--- src/rtl/ysyx_22050078_lsu_pkg.sv ---
// Shared LSU operation codes, bus widths and small decode helpers.
package ysyx_22050078_lsu_pkg;

    localparam int LSU_OPT_WIDTH  = 4;
    localparam int MEM_MASK_WIDTH = 8;

    typedef enum logic [LSU_OPT_WIDTH-1:0] {
        LSU_NONE = 4'h0,
        LSU_LB   = 4'h1,
        LSU_LH   = 4'h2,
        LSU_LW   = 4'h3,
        LSU_LD   = 4'h4,
        LSU_LBU  = 4'h5,
        LSU_LHU  = 4'h6,
        LSU_LWU  = 4'h7,
        LSU_SB   = 4'h8,
        LSU_SH   = 4'h9,
        LSU_SW   = 4'hA,
        LSU_SD   = 4'hB
    } lsu_opt_e;

    // log2 of the access size in bytes; non-memory codes report 0
    function automatic logic [1:0] lsu_size(input logic [LSU_OPT_WIDTH-1:0] opt);
        logic [1:0] sz;
        sz = 2'd0;
        case (opt)
            LSU_LH, LSU_LHU, LSU_SH: sz = 2'd1;
            LSU_LW, LSU_LWU, LSU_SW: sz = 2'd2;
            LSU_LD, LSU_SD:          sz = 2'd3;
            default:                 sz = 2'd0;
        endcase
        return sz;
    endfunction

    function automatic logic lsu_is_load(input logic [LSU_OPT_WIDTH-1:0] opt);
        return (opt >= LSU_LB) && (opt <= LSU_LWU);
    endfunction

    function automatic logic lsu_is_store(input logic [LSU_OPT_WIDTH-1:0] opt);
        return (opt >= LSU_SB) && (opt <= LSU_SD);
    endfunction

    function automatic logic lsu_is_signed(input logic [LSU_OPT_WIDTH-1:0] opt);
        return (opt == LSU_LB) || (opt == LSU_LH) || (opt == LSU_LW);
    endfunction

endpackage

--- src/rtl/ysyx_22050078_lsu_align.sv ---
// Combinational data path of the LSU: misalignment check on the incoming op,
// store data/mask formatting and load lane extraction with extension.
module ysyx_22050078_lsu_align
    import ysyx_22050078_lsu_pkg::*;
(
    input  logic [LSU_OPT_WIDTH-1:0]  i_chk_opt,
    input  logic [2:0]                i_chk_off,
    output logic                      o_chk_mem,
    output logic                      o_chk_misalign,
    input  logic [LSU_OPT_WIDTH-1:0]  i_opt,
    input  logic [2:0]                i_off,
    input  logic [63:0]               i_rs2,
    input  logic [63:0]               i_rdata,
    output logic [63:0]               o_wdata,
    output logic [MEM_MASK_WIDTH-1:0] o_wmask,
    output logic [63:0]               o_load_data
);

    logic [1:0]                w_chk_size;
    logic [1:0]                w_size;
    logic                      w_signed;
    logic                      w_store;
    logic [63:0]               w_shifted;
    logic [MEM_MASK_WIDTH-1:0] w_base_mask;
    logic [63:0]               w_rep_data;

    assign w_chk_size = lsu_size(i_chk_opt);
    assign o_chk_mem  = lsu_is_load(i_chk_opt) | lsu_is_store(i_chk_opt);

    always_comb begin
        o_chk_misalign = 1'b0;
        case (w_chk_size)
            2'd1:    o_chk_misalign = i_chk_off[0];
            2'd2:    o_chk_misalign = |i_chk_off[1:0];
            2'd3:    o_chk_misalign = |i_chk_off;
            default: o_chk_misalign = 1'b0;
        endcase
    end

    assign w_size    = lsu_size(i_opt);
    assign w_signed  = lsu_is_signed(i_opt);
    assign w_store   = lsu_is_store(i_opt);
    assign w_shifted = i_rdata >> {i_off, 3'b000};

    always_comb begin
        w_rep_data  = '0;
        w_base_mask = '0;
        o_load_data = '0;
        case (w_size)
            2'd0: begin
                w_rep_data  = {8{i_rs2[7:0]}};
                w_base_mask = 8'h01;
                o_load_data = {{56{w_signed & w_shifted[7]}}, w_shifted[7:0]};
            end
            2'd1: begin
                w_rep_data  = {4{i_rs2[15:0]}};
                w_base_mask = 8'h03;
                o_load_data = {{48{w_signed & w_shifted[15]}}, w_shifted[15:0]};
            end
            2'd2: begin
                w_rep_data  = {2{i_rs2[31:0]}};
                w_base_mask = 8'h0F;
                o_load_data = {{32{w_signed & w_shifted[31]}}, w_shifted[31:0]};
            end
            default: begin
                w_rep_data  = i_rs2;
                w_base_mask = 8'hFF;
                o_load_data = w_shifted;
            end
        endcase
    end

    // Loads drive neither write data nor byte enables onto the bus
    assign o_wdata = w_store ? w_rep_data : '0;
    assign o_wmask = w_store ? (w_base_mask << i_off) : '0;

endmodule

--- src/rtl/ysyx_22050078_lsu.sv ---
// Load/store unit between pipe_EX_LS and pipe_LS_WB: one bus transaction per
// memory op, misalignment and response timeout reported as status bits.
//
//   state  | meaning
//   IDLE   | no op held, ready to accept
//   REQ    | o_mem_req high, waiting for i_mem_gnt
//   WAIT   | granted, waiting for i_mem_rvalid or timeout
//   DONE   | result valid, held until i_ready
module ysyx_22050078_lsu
    import ysyx_22050078_lsu_pkg::*;
#(
    parameter int RSP_TIMEOUT = 255
) (
    input  logic                      clk,
    input  logic                      rst_n,
    input  logic                      i_valid,
    output logic                      o_ready,
    input  logic [63:0]               i_exu_res,
    input  logic [63:0]               i_rs2_data,
    input  logic [LSU_OPT_WIDTH-1:0]  i_lsu_opt,
    input  logic [4:0]                i_rd_idx,
    input  logic                      i_rd_wen,
    output logic                      o_valid,
    input  logic                      i_ready,
    output logic [63:0]               o_wb_data,
    output logic [4:0]                o_rd_idx,
    output logic                      o_rd_wen,
    output logic                      o_misalign,
    output logic                      o_bus_err,
    output logic                      o_mem_req,
    input  logic                      i_mem_gnt,
    output logic                      o_mem_we,
    output logic [63:0]               o_mem_addr,
    output logic [63:0]               o_mem_wdata,
    output logic [MEM_MASK_WIDTH-1:0] o_mem_wmask,
    input  logic                      i_mem_rvalid,
    input  logic [63:0]               i_mem_rdata
);

    localparam logic [1:0] S_IDLE = 2'd0;
    localparam logic [1:0] S_REQ  = 2'd1;
    localparam logic [1:0] S_WAIT = 2'd2;
    localparam logic [1:0] S_DONE = 2'd3;

    localparam logic [7:0] TMO_LAST = 8'(RSP_TIMEOUT - 1);

    logic [1:0]               r_state;
    logic [63:0]              r_addr;
    logic [LSU_OPT_WIDTH-1:0] r_opt;
    logic [63:0]              r_rs2;
    logic [4:0]               r_rd_idx;
    logic                     r_cap_wen;
    logic [63:0]              r_wb_data;
    logic                     r_rd_wen;
    logic                     r_misalign;
    logic                     r_bus_err;
    logic [7:0]               r_cnt;

    logic                      w_accept;
    logic                      w_req;
    logic                      w_chk_mem;
    logic                      w_chk_misalign;
    logic [63:0]               w_wdata;
    logic [MEM_MASK_WIDTH-1:0] w_wmask;
    logic [63:0]               w_load_data;

    ysyx_22050078_lsu_align u_align (
        .i_chk_opt      (i_lsu_opt),
        .i_chk_off      (i_exu_res[2:0]),
        .o_chk_mem      (w_chk_mem),
        .o_chk_misalign (w_chk_misalign),
        .i_opt          (r_opt),
        .i_off          (r_addr[2:0]),
        .i_rs2          (r_rs2),
        .i_rdata        (i_mem_rdata),
        .o_wdata        (w_wdata),
        .o_wmask        (w_wmask),
        .o_load_data    (w_load_data)
    );

    // o_ready is gated by rst_n so nothing is accepted while reset is held
    assign o_ready  = rst_n & ((r_state == S_IDLE) | ((r_state == S_DONE) & i_ready));
    assign w_accept = i_valid & o_ready;
    assign w_req    = (r_state == S_REQ);

    assign o_valid     = (r_state == S_DONE);
    assign o_wb_data   = r_wb_data;
    assign o_rd_idx    = r_rd_idx;
    assign o_rd_wen    = r_rd_wen;
    assign o_misalign  = r_misalign;
    assign o_bus_err   = r_bus_err;

    assign o_mem_req   = w_req;
    assign o_mem_we    = w_req & lsu_is_store(r_opt);
    assign o_mem_addr  = w_req ? {r_addr[63:3], 3'b000} : '0;
    assign o_mem_wdata = w_req ? w_wdata : '0;
    assign o_mem_wmask = w_req ? w_wmask : '0;

    always_ff @(posedge clk or negedge rst_n) begin
        if (!rst_n) begin
            r_state    <= S_IDLE;
            r_addr     <= '0;
            r_opt      <= '0;
            r_rs2      <= '0;
            r_rd_idx   <= '0;
            r_cap_wen  <= 1'b0;
            r_wb_data  <= '0;
            r_rd_wen   <= 1'b0;
            r_misalign <= 1'b0;
            r_bus_err  <= 1'b0;
            r_cnt      <= '0;
        end else if (w_accept) begin
            r_addr     <= i_exu_res;
            r_opt      <= i_lsu_opt;
            r_rs2      <= i_rs2_data;
            r_rd_idx   <= i_rd_idx;
            r_cap_wen  <= i_rd_wen;
            r_misalign <= 1'b0;
            r_bus_err  <= 1'b0;
            if (!w_chk_mem) begin
                r_state   <= S_DONE;
                r_wb_data <= i_exu_res;
                r_rd_wen  <= i_rd_wen;
            end else if (w_chk_misalign) begin
                r_state    <= S_DONE;
                r_wb_data  <= '0;
                r_rd_wen   <= 1'b0;
                r_misalign <= 1'b1;
            end else begin
                r_state <= S_REQ;
            end
        end else begin
            case (r_state)
                S_REQ: begin
                    r_cnt <= '0;
                    if (i_mem_gnt) begin
                        r_state <= S_WAIT;
                    end
                end
                S_WAIT: begin
                    if (i_mem_rvalid) begin
                        r_state <= S_DONE;
                        if (lsu_is_store(r_opt)) begin
                            r_wb_data <= '0;
                            r_rd_wen  <= 1'b0;
                        end else begin
                            r_wb_data <= w_load_data;
                            r_rd_wen  <= r_cap_wen;
                        end
                    end else if (r_cnt == TMO_LAST) begin
                        r_state   <= S_DONE;
                        r_wb_data <= '0;
                        r_rd_wen  <= 1'b0;
                        r_bus_err <= 1'b1;
                    end else begin
                        r_cnt <= r_cnt + 8'd1;
                    end
                end
                S_DONE: begin
                    if (i_ready) begin
                        r_state <= S_IDLE;
                    end
                end
                default: r_state <= S_IDLE;
            endcase
        end
    end

endmodule

--- config.mk ---
export PLATFORM = sky130hd
export DESIGN_NAME = ysyx_22050078_lsu
export DESIGN_NICKNAME = d
export VERILOG_FILES = /design/src/rtl/ysyx_22050078_lsu_pkg.sv /design/src/rtl/ysyx_22050078_lsu_align.sv /design/src/rtl/ysyx_22050078_lsu.sv
export SDC_FILE = /design/constraint.sdc
export NUM_CORES = 1
export LEC_CHECK = 0
export ABC_CLOCK_PERIOD_IN_PS = 4200
export BUFFER_PORTS_ARGS = -buffer_cell sky130_fd_sc_hd__buf_2
export CAP_MARGIN = 15
export CORE_AREA = 2 2 164 166
export DETAILED_ROUTE_END_ITERATION = 16
export DIE_AREA = 0 0 166 168
export GPL_ROUTABILITY_DRIVEN = 0
export PLACE_DENSITY = 0.77
export SLEW_MARGIN = 0
export SYNTH_ARGS = -nofsm -noshare
export SYNTH_HDL_FRONTEND = slang
export SYNTH_SLANG_ARGS = --single-unit
--- constraint.sdc ---
create_clock -name clk -period 4.2 [get_ports clk]
set_input_delay 0.84 -clock clk [delete_from_list [all_inputs] [get_ports clk]]
set_output_delay 0.84 -clock clk [all_outputs]
set_load 0.01 [all_outputs]
==> metrics.md <==
| Metric | Value |
|---|---|
| DRC | 0 |
| Power share of the combinational group | 0.484 |
| Sequential share of the synthesized area | 0.425 |
| Synth async-reset ratio | 1.00 |
| DRT iter0 DRCs | 1421 |
| TritonCTS clock tree | built |
| Post_cts resized | 0 |
| Final min period | 3.98 ns |
| Io pins | 420 |
| Crit path max fanout | 18 |
| CTS clk-pin slew, worst paths | 0.06 ns |
| Clk buf depth | 3 |
| Status | finished, final reports clean |
| Synth unique cells | 56 |
| Max_cap viols | 0 |
| Die X-Extent | 166 um |
| Yosys reg bits | 215 |
| Hold-fix buffers, CTS | 0 |
| Crit end category | output pin |
| Tcrit/Tclk final | 0.948 |
| Internal cell power | 6720 uW |
| Hold Slack | 0.169 ns |
| Final hold violations | 0 |
| Worst-Skew Late Latency | 0.54 ns |
| Setup TNS | 0 ns |
| Fmax | 251 MHz |
| Vias in the first global route | 12500 |
| Critical Path RT | 3.36 ns |
| WL final | 47.5 mm |
| Sequential share of power | 0.331 |
| Area growth syn-to-layout | 25.0% |
| Die Area | 27900 sq um |
| Row Count | 60 |
| Drt first pass iters | 8 |
| Hold Crit Class | in2async |
| Post-synth top area cell | dfrtp_1 |
| Post-synthesis cell count | 1552 |
| PwrDens | 770 nW/um^2 |
| Total global routing overflow | 0 |
| Share of the synthesized area in the top cell type | 0.425 |
| Hpwl dp | 34.0 mm |
| First-pass GRT wire length | 72.0 mm |
| Critical path startpoint | r_opt[2] |
| Buffers on Ports | 416 |
| Leak Pwr | 0.00807 uW |
| Commonest non-fill, non-tap cells in the layout | nand2_1 (531), buf_2 (415), dfrtp_1 (212) |
| Worst path bufs/invs | 3 |
| TritonCTS Buffers | 24 |
| Crit-path max cell delay | 0.61 ns |
| Htree depth | 1 |
| FF-to-FF Start | r_addr[2] |
| YS warnings | 0 |
| Final setup fails | 0 |
| Sw Ratio | 0.448 |
| Cell mode on critical path | buf_4 |
| Most used flip-flop cell after synthesis | dfrtp_1 |
| Overall Power | 12200 uW |
| Most area-consuming cells after synthesis | dfrtp_1 (43%), nand2_1 (16%), mux2i_1 (5.5%), a21oi_1 (3.7%), and2_1 (3.2%) |
| Postcts setup bufs | 0 |
| NetSw | 5460 uW |
| Critical-path cell list | nor2b_1 -> buf_4 -> a2bb2oi_1 -> buf_4 -> or2_2 -> nand2_1 -> a222oi_1 -> nor2_1 -> buf_2 |
| Antenna violations before repair | 6 |
| Cell Area, Synth | 12600 sq um |
| Max-slew violation count | 0 |
| Layout cell share with drive strength beyond 1 | 0.277 |
| Final nets | 2119 |
| Setup Skew | 0.0364 ns |
| Top delay family on crit path | compound AO/OA/AOI/OAI gates |
| DR WL/cell | 21.0 um |
| DRT antenna net count | 0 |
| Mean Syn Cell Area | 8.15 sq um |
| Via/cell ratio | 5.84 |
| Core area | 26400 sq um |
| Slew @ Worst Pin | 1.15 ns |
| EDFF count, synth | 0 |
| Critical path class | reg2out |
| Clock Root Buffer | clkbuf_16 |
| Critical Path Source Type | flop |
| Vias | 13200 |
| Most common cell after layout, fill and taps aside | nand2_1 |
| Die Span Y | 168 um |
| Clock tree sinks | 215 |
| Slowest cell on crit path | dfrtp_1 |
| Critical Path AT | 3.14 ns |
| Relative slew slack | 0.235 |
| RSZ-0062 raised after global routing | false |
| Max VDD drop | 0.394 mV |
| Largest net degree at the start of global routing | 131 |
| Initial core utilization | 0.480 |
| Clock share of power | 0.185 |
| Total GRT Usage | 0.327 |
==> layer usage <==
layer,GRT usage,routed length (um)
met5,0,0
met1,0.402,18000
met4,0.172,2860
met3,0.0632,4190
met2,0.548,22500
==> logic make-up after synthesis <==
group / Yosys count / share of synthesized area
xor+xnor: 6 / 0.00416
compound gates: 326 / 0.169
flops: 215 / 0.425
buf+inv: 143 / 0.0468
simple gates: 748 / 0.246
fa+ha+maj: 14 / 0.0139
mux: 99 / 0.0947
other cells: 1 / 0.000297
==> power by group through the flow <==
stage	clock network [uW]	logic [uW]	registers [uW]
3_5_place_dp	0	5790	4000
5_1_grt	2380	6450	4120
2_1_floorplan	0	3940	3710
6_report	2260	5890	4030
4_1_cts	2300	5830	3980
3_3_place_gp	0	5640	3970
==> cell usage after synthesis, drive strengths merged (14+ instances only) <==
cell type and number:
dfrtp 215, and2 65, nor2 97, mux2 15
nand2 531, a21oi 94, clkbuf 98, inv 16
mux2i 69, buf 29, mux4 15, o21a 26
ha 14, o21ai 61, o22ai 21, a22oi 38
==> state kept, by name (all words and copies together) (netlist names) <==
register    flops
r_addr         64
r_cap_wen       1
r_cnt           8
o_wb_data      64
r_state         2
r_opt           4
o_rd_idx        5
o_rd_wen        1
o_bus_err       1
r_rs2          64
o_misalign      1
==> final timing paths <==
kind	cells past startpoint	to	slack [ns]
worst min register to register	2	r_addr[20]	0.47
worst max-delay path	9	o_mem_wdata[40]	0.22
worst min-delay path	1	o_misalign	0.17
worst max register to register	7	o_wb_data[63]	0.96
max in group asynchronous	3	r_addr[0]	2.32
min in group clk	2	r_addr[20]	0.47
==> worst reg2reg max path, delay by kind of cell, from the launching register on <==
family	cells	cell delay, ns
flip-flops	1	1.03
AND/OR/NAND/NOR	2	0.69
buffers and inverters	1	0.29
AO/OA/AOI/OAI	4	1.04
==> final cells by class <==
| class | instances | area (sq um) |
|---|---|---|
| multi-input cells | 1197 | 6750 |
| inverters | 16 | 60.1 |
| diodes | 6 | 15.0 |
| fillers | 2328 | 10500 |
| repair buffers | 443 | 2320 |
| clock buffers | 32 | 711 |
| clock inverters | 9 | 139 |
| flip-flops and latches | 215 | 5390 |
| well taps | 341 | 427 |
==> metrics by stage <==
stage / area (sq um) / cells / util / worst slack (ns)
4_1_cts: 15800 / 2252 / 0.599 / 0.158
3_3_place_gp: 14900 / 2211 / 0.567 / 0.810
3_5_place_dp: 14900 / 2211 / 0.567 / 0.728
5_1_grt: 15800 / 2257 / 0.600 / 0.0368
6_report: 15800 / 2259 / 0.600 / 0.220
2_1_floorplan: 12700 / 1554 / - / 1.18
Note: power is estimated with default switching activity, not from simulation.
